## src/rtl/stack_controller.sv

```systemverilog
// Stack controller: a downward-growing stack held in an external
// synchronous memory, with arithmetic (ADD/SUB) on the top two entries
// and a display pointer that can walk the live entries.
module stack_controller #(
    parameter int unsigned DATA_W = 8,
    parameter int unsigned ADDR_W = 7
) (
    input  logic              clk,
    input  logic              rst,
    input  logic              op_valid,
    input  logic [2:0]        op,
    input  logic [DATA_W-1:0] operand,
    output logic              mem_cs,
    output logic              mem_we,
    output logic [ADDR_W-1:0] mem_addr,
    output logic [DATA_W-1:0] mem_wdata,
    input  logic [DATA_W-1:0] mem_rdata,
    output logic              busy,
    output logic [ADDR_W-1:0] disp_addr,
    output logic [DATA_W-1:0] disp_data,
    output logic              empty,
    output logic              full,
    output logic              error
);

    localparam logic [ADDR_W-1:0] TOP_ADDR = {ADDR_W{1'b1}};

    localparam logic [2:0] OP_PUSH     = 3'd0;
    localparam logic [2:0] OP_POP      = 3'd1;
    localparam logic [2:0] OP_ADD      = 3'd2;
    localparam logic [2:0] OP_SUB      = 3'd3;
    localparam logic [2:0] OP_CLEAR    = 3'd4;
    localparam logic [2:0] OP_TOP      = 3'd5;
    localparam logic [2:0] OP_DISP_INC = 3'd6;
    localparam logic [2:0] OP_DISP_DEC = 3'd7;

    typedef enum logic [2:0] {
        S_IDLE = 3'd0,
        S_WR   = 3'd1,
        S_POP  = 3'd2,
        S_RDA  = 3'd3,
        S_RDB  = 3'd4,
        S_DRD  = 3'd5
    } state_t;

    state_t            r_state;
    logic [ADDR_W-1:0] r_sp;
    logic [ADDR_W-1:0] r_dar;
    logic [DATA_W-1:0] r_dvr;
    logic              r_error;
    logic [DATA_W-1:0] r_a;
    logic [DATA_W-1:0] r_b;
    logic [DATA_W-1:0] r_operand;
    logic              r_arith;
    logic              r_sub;

    logic              w_empty;
    logic              w_full;
    logic              w_lt2;
    logic [ADDR_W-1:0] w_sp_inc;
    logic [ADDR_W-1:0] w_sp_dec;
    logic [ADDR_W-1:0] w_sp_inc2;
    logic [DATA_W-1:0] w_result;

    // Stack occupancy and pointer arithmetic shared by several states
    assign w_empty   = (r_sp == TOP_ADDR);
    assign w_full    = (r_sp == '0);
    assign w_lt2     = (r_sp >= TOP_ADDR - ADDR_W'(1));
    assign w_sp_inc  = r_sp + ADDR_W'(1);
    assign w_sp_dec  = r_sp - ADDR_W'(1);
    assign w_sp_inc2 = r_sp + ADDR_W'(2);
    assign w_result  = r_sub ? (r_b - r_a) : (r_b + r_a);

    assign busy      = (r_state != S_IDLE);
    assign empty     = w_empty;
    assign full      = w_full;
    assign error     = r_error;
    assign disp_addr = r_dar;
    assign disp_data = r_dvr;

    // Memory port is a pure decode of the current state
    always_comb begin
        mem_cs    = 1'b0;
        mem_we    = 1'b0;
        mem_addr  = '0;
        mem_wdata = '0;
        case (r_state)
            S_WR: begin
                mem_cs    = 1'b1;
                mem_we    = 1'b1;
                mem_addr  = r_sp;
                mem_wdata = r_arith ? w_result : r_operand;
            end
            S_RDA, S_RDB: begin
                mem_cs   = 1'b1;
                mem_addr = w_sp_inc;
            end
            S_DRD: begin
                mem_cs   = 1'b1;
                mem_addr = r_dar;
            end
            default: ;
        endcase
    end

    // Command FSM: accept in IDLE, sequence memory accesses, update SP/DAR/DVR
    always_ff @(posedge clk) begin
        if (rst) begin
            r_state   <= S_IDLE;
            r_sp      <= TOP_ADDR;
            r_dar     <= TOP_ADDR;
            r_dvr     <= '0;
            r_error   <= 1'b0;
            r_a       <= '0;
            r_b       <= '0;
            r_operand <= '0;
            r_arith   <= 1'b0;
            r_sub     <= 1'b0;
        end else begin
            case (r_state)
                S_IDLE: begin
                    if (op_valid) begin
                        case (op)
                            OP_PUSH: begin
                                if (w_full) begin
                                    r_error <= 1'b1;
                                end else begin
                                    r_error   <= 1'b0;
                                    r_operand <= operand;
                                    r_arith   <= 1'b0;
                                    r_state   <= S_WR;
                                end
                            end
                            OP_POP: begin
                                if (w_empty) begin
                                    r_error <= 1'b1;
                                end else begin
                                    r_error <= 1'b0;
                                    r_state <= S_POP;
                                end
                            end
                            OP_ADD, OP_SUB: begin
                                if (w_lt2) begin
                                    r_error <= 1'b1;
                                end else begin
                                    r_error <= 1'b0;
                                    r_arith <= 1'b1;
                                    r_sub   <= (op == OP_SUB);
                                    r_state <= S_RDA;
                                end
                            end
                            OP_CLEAR: begin
                                r_error <= 1'b0;
                                r_sp    <= TOP_ADDR;
                                r_dar   <= TOP_ADDR;
                                r_dvr   <= '0;
                            end
                            OP_TOP: begin
                                r_error <= 1'b0;
                                if (!w_empty) begin
                                    r_dar   <= w_sp_inc;
                                    r_state <= S_DRD;
                                end
                            end
                            OP_DISP_INC: begin
                                r_error <= 1'b0;
                                if (!w_empty) begin
                                    r_dar   <= (r_dar == TOP_ADDR) ? w_sp_inc : r_dar + ADDR_W'(1);
                                    r_state <= S_DRD;
                                end
                            end
                            OP_DISP_DEC: begin
                                r_error <= 1'b0;
                                if (!w_empty) begin
                                    r_dar   <= (r_dar == w_sp_inc) ? TOP_ADDR : r_dar - ADDR_W'(1);
                                    r_state <= S_DRD;
                                end
                            end
                            default: ;
                        endcase
                    end
                end
                S_WR: begin
                    r_sp    <= w_sp_dec;
                    r_dar   <= r_sp;
                    r_state <= S_DRD;
                end
                S_POP: begin
                    r_sp <= w_sp_inc;
                    // Popping the last entry leaves nothing to display
                    if (w_sp_inc == TOP_ADDR) begin
                        r_dar   <= TOP_ADDR;
                        r_dvr   <= '0;
                        r_state <= S_IDLE;
                    end else begin
                        r_dar   <= w_sp_inc2;
                        r_state <= S_DRD;
                    end
                end
                S_RDA: begin
                    r_a     <= mem_rdata;
                    r_sp    <= w_sp_inc;
                    r_state <= S_RDB;
                end
                S_RDB: begin
                    r_b     <= mem_rdata;
                    r_sp    <= w_sp_inc;
                    r_state <= S_WR;
                end
                S_DRD: begin
                    r_dvr   <= mem_rdata;
                    r_state <= S_IDLE;
                end
                default: r_state <= S_IDLE;
            endcase
        end
    end

endmodule
```

## config.mk

```make
export PLATFORM = sky130hd
export DESIGN_NAME = stack_controller
export DESIGN_NICKNAME = d
export VERILOG_FILES = /design/src/rtl/stack_controller.sv
export SDC_FILE = /design/constraint.sdc
export NUM_CORES = 1
export LEC_CHECK = 0
export BUFFER_PORTS_ARGS = -buffer_cell sky130_fd_sc_hd__buf_2
export CAP_MARGIN = 20
export CORE_MARGIN = 2
export CORE_UTILIZATION = 52
export DETAILED_ROUTE_END_ITERATION = 12
export PLACE_DENSITY = 0.79
export SLEW_MARGIN = 20
export SYNTH_ARGS = -nofsm -noshare
export SYNTH_HDL_FRONTEND = slang
export SYNTH_SLANG_ARGS = --single-unit
export TNS_END_PERCENT = 20
```

## constraint.sdc

```tcl
create_clock -name clk -period 2.3 [get_ports clk]
set_input_delay 0 -clock clk [delete_from_list [all_inputs] [get_ports clk]]
set_output_delay 0 -clock clk [all_outputs]
set_load 0.01 [all_outputs]
```

==> results by stage, run 1 <==
Outcome:
- The run finished, with violations left.
- The checks that failed: setup timing.

Critical path:
- The maximum fanout encountered on the critical timing path is 3.
- The worst register-to-register path has a depth of 10.
- The beginning of the critical path is r_a[1].
- Data on the critical path is required at its endpoint by between 2 and 2.5 ns.
- Across all register-to-register paths, the minimum setup slack is -0.03 ns.
- The sort of element at the end of the critical path is an output pin.
- STA classifies the critical path startpoint as a flip-flop.
- The signal arrival time at the worst endpoint is 2.66 ns.
- In this run the critical register-to-register path is launched from r_sp[0].
- The class of the most critical setup path is flip-flop to output pin.

Yosys:
- The share of the yosys chip area belonging to registers is 0.266.
- The number of flops mapped to enable cells by yosys is 0.
- The number of warnings issued by yosys is 0.
- The average instance area after synthesis is 7.26 um^2.
- The number of distinct library cells after synthesis is 60.
- The most instantiated flip-flop cell in the synthesis netlist is dfxtp_1.
- The post-synthesis instance area is 3920 um^2.
- After synthesis, the share of flip-flops with an asynchronous set or reset is 0.
- Synthesis produced a netlist with a net count of 580.
- Counting every instance in the synthesized netlist gives between 500 and 600.
- After synthesis the netlist holds a flip-flop and latch count of 52.

Clock tree:
- The CTS buffer count is 5.
- The clock root buffer is clkbuf_8.
- The H-tree generated during clock tree synthesis spans 2 levels.
- After clock tree synthesis, the clock-pin slew on the worst setup and hold paths is approximately 0.1 ns.
- The clock tree from TritonCTS is yes.
- The CTS sink count is between 50 and 60.
- The clock tree buffer depth is 2.
- At the later pin of the worst-skew pair, clock insertion delay measures around 0.32 ns.

STA:
- The worst slew margin relative to its limit is 0.633.
- The setup slack of the critical path after layout is -0.358 ns.
- Dividing the final minimum period by the clock period gives 1.16.
- The max-slew violation total from the final report is 0.
- The final setup violation count is 6.
- The count of final hold-check violations came to 0.
- Clock skew on the completed layout was measured at roughly 0.0057 ns.
- Setup repair after global routing could not meet its margin everywhere.
- The final total negative setup slack is -1.46 ns.
- The tightest hold path in the finished design has a slack of ~0.054 ns.
- The maximum clock rate is around 0.38 GHz.
- At the pin with the least slew margin, the transition time is about 0.55 ns.
- The final period demand of the worst path is about 2.7 ns.

Global route:
- The pin count of the biggest net entering global routing is 44.
- The number of global-route vias before repair came to 4269.
- The total grt overflow is 0.
- The global-route wire length before repair is 20600 um.
- The number of antenna violations at the first check in global routing is 0.
- The global routing usage summed across all routing layers is 0.304.

Routing:
- The DRC violation total after the first TritonRoute iteration is 604.
- The routed via count is about 4600.
- After detailed routing, the number of vias per cell comes to between 6 and 7.
- After detailed routing, the average wire length per cell comes to between 15 and 20 um.
- The residual antenna-violating net count after detailed routing is 0.
- The DRC violation count after routing is 0.
- The first detailed-routing pass took 5 iterations.
- The wire length after detailed routing is approximately 14000 um.

Layout:
- The area of all placed cells without fillers is just over 5000 um^2.
- Leaving out filler cells and counting taps, the final layout contains around 750.
- For this run, the post-layout net count is around 690.
- The layout has 581 filler cells.
- The number of antenna diodes in the final layout is 0.
- The post-route core utilization is 0.701.
- In the final layout, the share of cells above drive strength 1 is 0.281.
- Leaving out fill and tap cells, the most frequent cells in the layout are 73 x buf_4, 62 x nand2_1, 57 x buf_2.
- The synthesis-to-layout area growth is 30.4%.
- The most common cell after layout, fill and taps aside is buf_4.

Worst hold path:
- The path class of the tightest hold or removal check is input port to flip-flop.
- Counting instances, the worst hold path has a depth of 3.
- The startpoint of the worst hold path is op_valid.

Power:
- The total chip power is around 6.6 mW.
- Across the VDD grid, the largest voltage drop is around 0.8 mV.
- Power spread over the standard cell area amounts to ~1300 nW/um^2.
- In this run the static leakage power is about 2.2 nW.

Floorplan:
- The die covers approximately 8200 um^2.
- The count of boundary I/O pins is between 50 and 60.
- The die boundary height is between 90 and 100 um.
- The width of the chip is slightly above 90 um.
- The initial cell density of the core is 0.538.
- The total area inside the core boundary comes to 7290 um^2.
- Row generation in the floorplan step produced 31 rows.

Placed design:
- Prior to clock tree synthesis, the placed netlist has a worst setup slack of -0.187 ns.
- The placed standard-cell area is 4640 um^2.
- The congestion estimate from routability-driven global placement came to roughly 0.98.
- The HPWL reported at the end of detailed placement is 9260 um.
- The cell count after placement is slightly above 700.
- The number of buffers added on ports is between 50 and 60.

Flow run:
- The number of max-cap violations is 0.
==> area by class of cell <==
class	count	area, um^2	share of cell area
timing repair buffer	147	1000	0.196
inverter	23	86.3	0.0169
clock buffer	6	72.6	0.0142
tap	99	124	0.0242
multi-input combinational	424	2760	0.540
clock inverter	2	13.8	0.00269
sequential	52	1050	0.205
==> synthesized netlist by cell type, drive strengths merged, types with 6 or more instances <==
| library cell | count | area, um^2 |
|---|---|---|
| xnor2 | 16 | 140 |
| nor3 | 18 | 90.1 |
| mux2i | 18 | 180 |
| o21ai | 35 | 175 |
| a22oi | 10 | 75.1 |
| xor2 | 13 | 114 |
| a21oi | 55 | 275 |
| nand2b | 9 | 56.3 |
| o22ai | 9 | 56.3 |
| or3 | 7 | 43.8 |
| a31oi | 6 | 37.5 |
| clkbuf | 27 | 101 |
| a211oi | 6 | 45.0 |
| nand3 | 15 | 80.1 |
| ha | 17 | 213 |
| nor2 | 58 | 228 |
| inv | 23 | 86.3 |
| buf | 14 | 76.3 |
| dfxtp | 52 | 1040 |
| nand2 | 65 | 244 |
==> state kept, by name (all words and copies together) (netlist names) <==
signal	count
r_sp	7
error	1
r_sub	1
r_operand	8
disp_addr	7
disp_data	8
r_a	8
r_state	3
r_b	8
r_arith	1
==> final timing paths <==
| kind | end |
|---|---|
| hold reg to reg | r_b[4] |
| setup reg to reg | disp_addr[0] |
| setup / recovery | mem_wdata[6] |
| hold / removal | error |
==> routing by layer <==
layer  GRT usage  part of all wire  vias up
met3      0.0626             0.097       59
met2       0.499              0.46      280
met5           0                 0        -
met1       0.402              0.40     2150
li1            -                 -     2117
met4      0.0947             0.037        0
==> worst max-delay path, cell delays in order (launching register included) <==
cell and delay (ns):
dfxtp_2 0.37, inv_2 0.05, ha_4 0.16, nor2_2 0.09
xnor2_1 0.14, ha_1 0.30, buf_4 0.16, nand2_2 0.08
nand2_2 0.06, a21oi_2 0.17, o21bai_1 0.08, a21oi_1 0.18
xor2_1 0.10, o21ai_1 0.23, buf_2 0.17
==> timing repair <==
| action | 4_1_cts | 5_1_grt |
|---|---|---|
| endpoints found under the setup margin | 15 | 22 |
| buffers inserted | 7 | 5 |
| pin swaps | 16 | 26 |
| resized for setup | 21 | 25 |
| endpoints found under the hold margin | 31 | 0 |
| hold buffers | 16 | 0 |
==> logic make-up (layout without fill, tap and decap cells) <==
logic type / Yosys count / count (layout) / share of synthesized area
xor gates and xnor gates: 30 / 30 / 0.0709
DFF: 52 / 52 / 0.266
AOI/OAI and AO/OA: 154 / 154 / 0.242
and+or+nand+nor: 200 / 200 / 0.237
adders and majority gates: 18 / 18 / 0.0594
muxes: 22 / 22 / 0.0575
buffers and inverters: 64 / 178 / 0.0673
==> power breakdown <==
group	total, mW	internal, mW	switching [mW]
sequential	1.24	1.07	0.175
combinational	4.79	2.12	2.67
clock	0.552	0.218	0.334
total	6.58	3.40	3.18
No activity file was read; power rests on OpenSTA's default activity.
==> run 2, diff against run 1 <==
--- a/config.mk
+++ b/config.mk
@@ -7,10 +7,12 @@
 export LEC_CHECK = 0
 export BUFFER_PORTS_ARGS = -buffer_cell sky130_fd_sc_hd__buf_2
 export CAP_MARGIN = 20
+export CORE_ASPECT_RATIO = 1.2
 export CORE_MARGIN = 2
 export CORE_UTILIZATION = 52
 export DETAILED_ROUTE_END_ITERATION = 12
 export PLACE_DENSITY = 0.79
+export RECOVER_POWER = 25
 export SLEW_MARGIN = 20
 export SYNTH_ARGS = -nofsm -noshare
 export SYNTH_HDL_FRONTEND = slang
==> run 2 against run 1 <==
Effect of this change: the flow still finishes with violations (setup timing); maximum frequency is 4.3% higher; final area shrank 0.46%; register-to-register slack improved by 0.05 ns; total power increased by 0.66%; sequential share of layout area up 0.14 points; combinational power down 0.8%; non-clock buffer count fell by 1; first-iteration DRC count fell by 45%; setup slack gained 0.11 ns; worst hold slack lost 0.018 ns; critical path type unchanged; largest power group unchanged.
==> results by stage, run 2 (synthesized netlist as in run 1, its figures left out) <==
Outcome:
- Result of the run: finished, violations left (unchanged).
- Violations in the final reports: setup timing (unchanged).

Global route:
- The pin count of the biggest net entering global routing is 32 (was 44).
- The met1 usage was 0.359 (was 0.402).
- The met3 capacity usage during global routing was 0.0415 (was 0.0626).
- The global-route wire length before repair is 21500 um (was 20600 um).
- The global-route met2 utilization is 0.565 (was 0.499).
- The number of antenna violations at the first check in global routing was 0 (unchanged).
- The global routing usage summed across all routing layers is 0.321 (was 0.304).
- The highest-utilization routing layer at the global route stage is met2 (unchanged).
- The total grt overflow came to 0 (unchanged).
- The number of global-route vias before repair is 4490 (was 4269).

Clock tree:
- The clock tree from TritonCTS is yes (unchanged).
- The latest clock arrival within the worst-skew pair is 0.33 ns (was 0.32 ns).
- The clock root buffer is clkbuf_8 (unchanged).
- The clock tree buffer depth was 2 (unchanged).
- The maximum level of the CTS H-tree is 2 (unchanged).
- The clock-pin transition on the worst setup and hold timing paths is 0.11 ns (was 0.10 ns).
- The CTS sink count was 52 (unchanged).
- The CTS buffer count is 5 (unchanged).

Power:
- The leakage dissipation is 2.12 nW (was 2.17 nW).
- The share of power burned in combinational logic was 0.717 (was 0.727).
- The total chip power is 6.63 mW (was 6.58 mW).
- The internal power contribution is 3.44 mW (was 3.40 mW).
- The switching fraction of total power was 0.481 (was 0.483).
- The proportion of power drawn by the clock network is 0.090 (was 0.084).
- The total power divided by cell area is 1300 nW/um^2 (was 1290 nW/um^2).
- The net switching power of the design is 3.19 mW (was 3.18 mW).
- The power share of the sequential group came to 0.193 (was 0.189).
- The worst ir drop on vdd was 0.745 mV (was 0.801 mV).

STA:
- The final total negative setup slack came to -0.866 ns (was -1.46 ns).
- The transition time at the pin with the least slew margin is 0.530 ns (was 0.549 ns).
- The final setup violation count is 5 (was 6).
- The worst hold margin was 0.0360 ns (was 0.0544 ns).
- The max-slew violation total from the final report is 0 (unchanged).
- The final worst clock skew came to 0.00710 ns (was 0.00573 ns).
- The final period demand of the worst path is 2.55 ns (was 2.66 ns).
- The maximum clock rate is 0.392 GHz (was 0.376 GHz).
- The part of the cycle the worst path needs is 1.11 (was 1.16).
- Setup repair after global routing missed its margin: true (unchanged).
- The count of final hold-check violations is 0 (unchanged).
- The setup slack of the critical path after layout is -0.249 ns (was -0.358 ns).
- The worst slew margin relative to its limit is 0.645 (was 0.633).

Routing:
- The wire length after detailed routing is 13400 um (was 14000 um).
- The average routed wire per standard cell is 18.1 um (was 18.6 um).
- The routed via count came to 4551 (was 4606).
- The residual antenna-violating net count after detailed routing came to 0 (unchanged).
- The routed via count divided by cell count is 6.13 (was 6.12).
- The DRC violation count after routing is 0 (unchanged).
- The detailed-routing iteration count for the pre-antenna-repair pass is 5 (unchanged).
- The DRC violation total after the first TritonRoute iteration is 333 (was 604).

Critical path:
- The sort of element at the end of the critical path is an output pin (unchanged).
- The signal arrival time at the worst endpoint was 2.55 ns (was 2.66 ns).
- The maximum fanout encountered on the critical timing path is 3 (unchanged).
- The class of the most critical setup path is flip-flop to output pin (unchanged).
- Cells along the critical path: buf_6 > nor3_4 > a21oi_2 > xnor2_1 > ha_1 > or3_1 > o21ai_1 > a21oi_1 > xnor2_1 > a21oi_1 > buf_2 (was inv_2 > ha_4 > nor2_2 > xnor2_1 > ha_1 > buf_4 > nand2_2 > nand2_2 > a21oi_2 > o21bai_1 > a21oi_1 > xor2_1 > o21ai_1 > buf_2).
- The type of element launching the critical path is a flip-flop (unchanged).
- The critical path depth is 11 (was 14).
- The worst path required time came to 2.30 ns (about the same).
- The kind of cell with the highest combined delay on the critical path is simple AND/OR/NAND/NOR gates (was compound AO/OA/AOI/OAI gates).
- The worst reg-to-reg path cell count is 9 (was 10).
- The peak per-stage delay on the critical path is 0.35 ns (was 0.37 ns).
- The combined buffer and inverter count along the critical path is 2 (was 3).
- The master of the slowest instance on the critical path was dfxtp_2 (unchanged).

Floorplan:
- The count of boundary I/O pins was 58 (unchanged).
- The row count came to 34 (was 31).
- The die boundary height was 99.1 um (was 90.8 um).
- The die outline area is 8250 um^2 (about the same).
- The core box area is 7270 um^2 (was 7290 um^2).
- The initial cell density of the core is 0.539 (was 0.538).
- The width of the chip is 83.3 um (was 90.8 um).

Layout:
- The synthesis-to-layout area growth is 29.8% (was 30.4%).
- The fraction of layout instances using a drive strength above 1 was 0.253 (was 0.281).
- The fill cell instance count of the final layout is 614 (was 581).
- The number of antenna repair diodes is 0 (unchanged).
- The layout net count is 692 (was 693).
- The post-route core utilization came to 0.700 (was 0.701).
- Commonest cells after routing, fill and taps aside: 65 x nand2_1, 65 x buf_4, 56 x nor2_1 (was 73 x buf_4, 62 x nand2_1, 57 x buf_2).

Placed design:
- The HPWL reported at the end of detailed placement is 9580 um (was 9260 um).
- The weighted congestion at the end of routability-driven global placement came to 0.968 (was 0.980).
- The number of buffers added on ports is 57 (unchanged).

Flow run:
- The number of max-cap violations was 0 (unchanged).

Worst hold path:
- The number of cells on the worst hold path is 2 (was 3).
- The class of the tightest hold or removal check is input port to flip-flop (unchanged).
[run 2: changes by cell type in the layout (fill, tap and decap cells not counted), sizes merged]
cell    previous run  this run
clkbuf             6        22
buf              131       113
inv               24        26
clkinv             1         0
[run 2: layout make-up]
| cell class | count | area [um^2] | area share |
|---|---|---|---|
| clock inverter | 3 | 28.8 | 0.00565 |
| sequential | 52 | 1050 | 0.206 |
| tap | 90 | 113 | 0.0221 |
| clock buffer | 5 | 68.8 | 0.0135 |
| timing repair buffer | 146 | 971 | 0.191 |
| multi-input combinational | 424 | 2770 | 0.544 |
| inverter | 23 | 86.3 | 0.0170 |
[run 2: final timing paths]
| check | startpoint | endpoint | slack, ns |
|---|---|---|---|
| setup / recovery | r_a[0] | mem_wdata[7] | -0.25 |
| hold / removal | rst | disp_data[3] | 0.04 |
| setup reg to reg | r_sp[1] | disp_addr[0] | 0.02 |
| hold reg to reg | r_b[0] | r_b[0] | 0.47 |
[run 2: power groups by stage]
stage / clock [mW] / combinational (mW) / sequential (mW)
floorplan: 0 / 2.79 / 1.21
finish: 0.595 / 4.75 / 1.28
detailed placement: 0 / 4.41 / 1.28
global placement: 0 / 4.34 / 1.27
CTS: 0.603 / 4.54 / 1.26
global route: 0.643 / 5.15 / 1.30
[run 2: metal layers]
layer	up-vias	share of wire
met4	0	0.071
met1	2092	0.36
li1	2123	-
met2	259	0.50
met3	77	0.063
met5	-	0
[run 2: per-stage QoR]
stage,std cells,instance area [um^2],setup slack (ns)
floorplan,540,3930,0.0138
global placement,713,4650,-0.111
detailed placement,713,4650,-0.0510
CTS,743,5000,-0.168
global route,743,5090,-0.442
finish,743,5090,-0.249
[run 2: timing repair]
| item | 4_1_cts | 5_1_grt |
|---|---|---|
| pin swaps | 18 | 15 |
| hold buffers | 16 | 0 |
| resized for setup | 18 | 30 |
| hold endpoints to repair | 32 | 0 |
| setup buffers | 6 | 1 |
| setup endpoints to repair | 6 | 21 |
==> run 3, diff against run 2 <==
--- a/config.mk
+++ b/config.mk
@@ -10,9 +10,11 @@
 export CORE_ASPECT_RATIO = 1.2
 export CORE_MARGIN = 2
 export CORE_UTILIZATION = 52
+export CTS_CLUSTER_DIAMETER = 200
 export DETAILED_ROUTE_END_ITERATION = 12
-export PLACE_DENSITY = 0.79
+export PLACE_DENSITY = 0.85
 export RECOVER_POWER = 25
+export SETUP_SLACK_MARGIN = 0.15
 export SLEW_MARGIN = 20
 export SYNTH_ARGS = -nofsm -noshare
 export SYNTH_HDL_FRONTEND = slang
==> run 3 against run 2 <==
Effect of this change: the run still ends with setup timing left; maximum frequency is essentially flat; non-clock buffer count shrank 10; critical path type unchanged; clock skew grew 0.0019 ns; clock power shrank 2%; critical path depth is the same; combinational power is essentially flat; critical endpoint unchanged; core utilization grew 0.43 points.
==> results by stage, run 3 (synthesized netlist as in run 1, its figures left out) <==
Outcome:
- Result of the run: finished, violations left (unchanged).
- Violations in the final reports: setup timing (unchanged).

Routing:
- The average routed wire per standard cell is 18.4 um (was 18.1 um).
- The routed metal-1 wire length is 5020 um (was 4890 um).
- The DRC violation total after the first TritonRoute iteration is 481 (was 333).
- The wire length after detailed routing is 13500 um (was 13400 um).
- The detailed-routing iteration count for the pre-antenna-repair pass came to 5 (unchanged).
- The residual antenna-violating net count after detailed routing came to 0 (unchanged).
- The routed via count divided by cell count is 6.23 (was 6.13).
- The DRC violation count after routing was 0 (unchanged).
- The detailed-routed wire length on met3 is 802 um (was 849 um).
- The length of routed met2 wiring is 6950 um (was 6710 um).
- The routed via count came to 4567 (was 4551).
- The top routing layer in use is met4 (unchanged).

Layout:
- The area of the multi-input gates is 2870 um^2 (was 2770 um^2).
- The area of all placed cells without fillers is 5120 um^2 (was 5090 um^2).
- The fill cell instance count of the final layout is 559 (was 614).
- The layout net count is 682 (was 692).
- The sequential standard cell area came to 1060 um^2 (was 1050 um^2).
- The fraction of layout instances using a drive strength above 1 is 0.277 (was 0.253).
- The library cell used most frequently in the layout, excluding fill and tap cells, is nand2_1.
- The synthesis-to-layout area growth is 30.6% (was 29.8%).
- Commonest cells after routing, fill and taps aside: 63 x nand2_1, 55 x nor2_1, 52 x buf_4 (was 65 x nand2_1, 65 x buf_4, 56 x nor2_1).
- The number of antenna repair diodes is 0 (unchanged).
- The final cell count without fillers is 733 (was 743).
- The post-route core utilization is 0.704 (was 0.700).

Floorplan:
- The die outline area is 8250 um^2 (unchanged).
- The core box area was 7270 um^2 (unchanged).
- The initial cell density of the core is 0.539 (unchanged).
- The row count is 34 (unchanged).
- The width of the chip is 83.3 um (unchanged).
- The die boundary height is 99.1 um (unchanged).
- The count of boundary I/O pins was 58 (unchanged).

Placed design:
- The cell count after placement is 704 (was 713).
- The number of buffers added on ports was 57 (unchanged).
- The setup slack after placement came to -0.0508 ns (was -0.0510 ns).
- The placed standard-cell area is 4640 um^2 (was 4650 um^2).
- The HPWL reported at the end of detailed placement was 9300 um (was 9580 um).
- The weighted congestion at the end of routability-driven global placement is 0.959 (was 0.968).

STA:
- The worst slew margin relative to its limit was 0.660 (was 0.645).
- The final period demand of the worst path is 2.55 ns (about the same).
- The count of final hold-check violations was 0 (unchanged).
- The transition time at the pin with the least slew margin is 0.508 ns (was 0.530 ns).
- Setup repair after global routing missed its margin: true (unchanged).
- The maximum clock rate came to 0.392 GHz (about the same).
- The worst hold margin is 0.0806 ns (was 0.0360 ns).
- The setup slack of the critical path after layout came to -0.251 ns (was -0.249 ns).
- The final total negative setup slack came to -0.885 ns (was -0.866 ns).
- The final worst clock skew is 0.00902 ns (was 0.00710 ns).
- The max-slew violation total from the final report is 0 (unchanged).
- The part of the cycle the worst path needs is 1.11 (about the same).
- The final setup violation count was 5 (unchanged).

Power:
- The total power divided by cell area is 1300 nW/um^2 (about the same).
- The leakage dissipation is 2.07 nW (was 2.12 nW).
- The worst ir drop on vdd is 0.760 mV (was 0.745 mV).
- The total chip power is 6.64 mW (was 6.63 mW).

Clock tree:
- The CTS buffer count is 5 (unchanged).
- The CTS sink count is 52 (unchanged).
- The clock root buffer is clkbuf_8 (unchanged).
- The clock tree buffer depth was 2 (unchanged).
- The clock-pin transition on the worst setup and hold timing paths is 0.11 ns (about the same).
- The clock tree from TritonCTS is yes (unchanged).
- The maximum level of the CTS H-tree came to 2 (unchanged).
- The latest clock arrival within the worst-skew pair is 0.32 ns (was 0.33 ns).

Global route:
- The number of global-route vias before repair was 4509 (was 4490).
- The total grt overflow came to 0 (unchanged).
- The pin count of the biggest net entering global routing is 44 (was 32).
- The number of antenna violations at the first check in global routing is 0 (unchanged).
- The global-route wire length before repair is 20700 um (was 21500 um).
- The global routing usage summed across all routing layers was 0.306 (was 0.321).

Critical path:
- The worst path required time is 2.30 ns (about the same).
- The type of element launching the critical path is a flip-flop (unchanged).
- The peak per-stage delay on the critical path came to 0.34 ns (was 0.35 ns).
- Cells along the critical path: buf_4 > nor3_4 > nor2_1 > xnor2_1 > ha_1 > a21boi_2 > o21ai_2 > a21oi_2 > xnor2_1 > a21oi_2 > buf_2 (was buf_6 > nor3_4 > a21oi_2 > xnor2_1 > ha_1 > or3_1 > o21ai_1 > a21oi_1 > xnor2_1 > a21oi_1 > buf_2).
- The class of the most critical setup path is flip-flop to output pin (unchanged).
- The sort of element at the end of the critical path is an output pin (unchanged).
- The maximum fanout encountered on the critical timing path is 3 (unchanged).
- The master of the slowest instance on the critical path is dfxtp_2 (unchanged).
- The signal arrival time at the worst endpoint was 2.55 ns (about the same).

Worst hold path:
- The class of the tightest hold or removal check is input port to flip-flop (unchanged).

Flow run:
- The number of max-cap violations is 0 (unchanged).
run 3: cell count changes in the layout (fill, tap and decap cells not counted), sizes merged:
| cell | delta |
|---|---|
| buf | -10 |
| clkinv | +1 |
| inv | -1 |
run 3: worst paths after layout:
path	from	slack, ns	to	cells after the start
setup / recovery	r_a[1]	-0.25	mem_wdata[7]	11
hold / removal	op_valid	0.08	error	3
setup reg to reg	r_sp[1]	0.07	disp_addr[0]	8
hold reg to reg	r_b[0]	0.47	r_b[0]	2
run 3: power by group:
part / internal (mW) / switching, mW
registers: 1.08 / 0.213
clock network: 0.225 / 0.357
logic: 2.12 / 2.65
total: 3.42 / 3.22
run 3: layer usage:
| layer | track usage | vias up |
|---|---|---|
| li1 | - | 2099 |
| met1 | 0.335 | 2158 |
| met2 | 0.581 | 247 |
| met3 | 0.0332 | 63 |
| met4 | 0.153 | 0 |
| met5 | 0 | - |
run 3: timing repair:
| action | 4_1_cts | 5_1_grt |
|---|---|---|
| hold buffers | 16 | 0 |
| buffers inserted | 2 | 3 |
| hold endpoints to repair | 32 | 0 |
| endpoints found under the setup margin | 20 | 29 |
| pin swaps | 30 | 29 |
| resized for setup | 35 | 32 |
run 3: worst max-delay path: cells and delay by family (launching register included):
kind | cells | cell delay [ns]
AND/OR/NAND/NOR | 2 | 0.35
AO/OA/AOI/OAI | 4 | 0.50
adder cells (fa/ha/maj) | 1 | 0.32
XOR/XNOR | 2 | 0.43
flip-flops | 1 | 0.34
buffers and inverters | 2 | 0.30
run 3: final cells by class:
cell class | instances | share of cell area
Inverter | 23 | 0.0169
Clock inverter | 3 | 0.00513
Sequential cell | 52 | 0.207
Multi-Input combinational cell | 424 | 0.561
Timing Repair Buffer | 136 | 0.175
Tap cell | 90 | 0.0220
Clock buffer | 5 | 0.0134
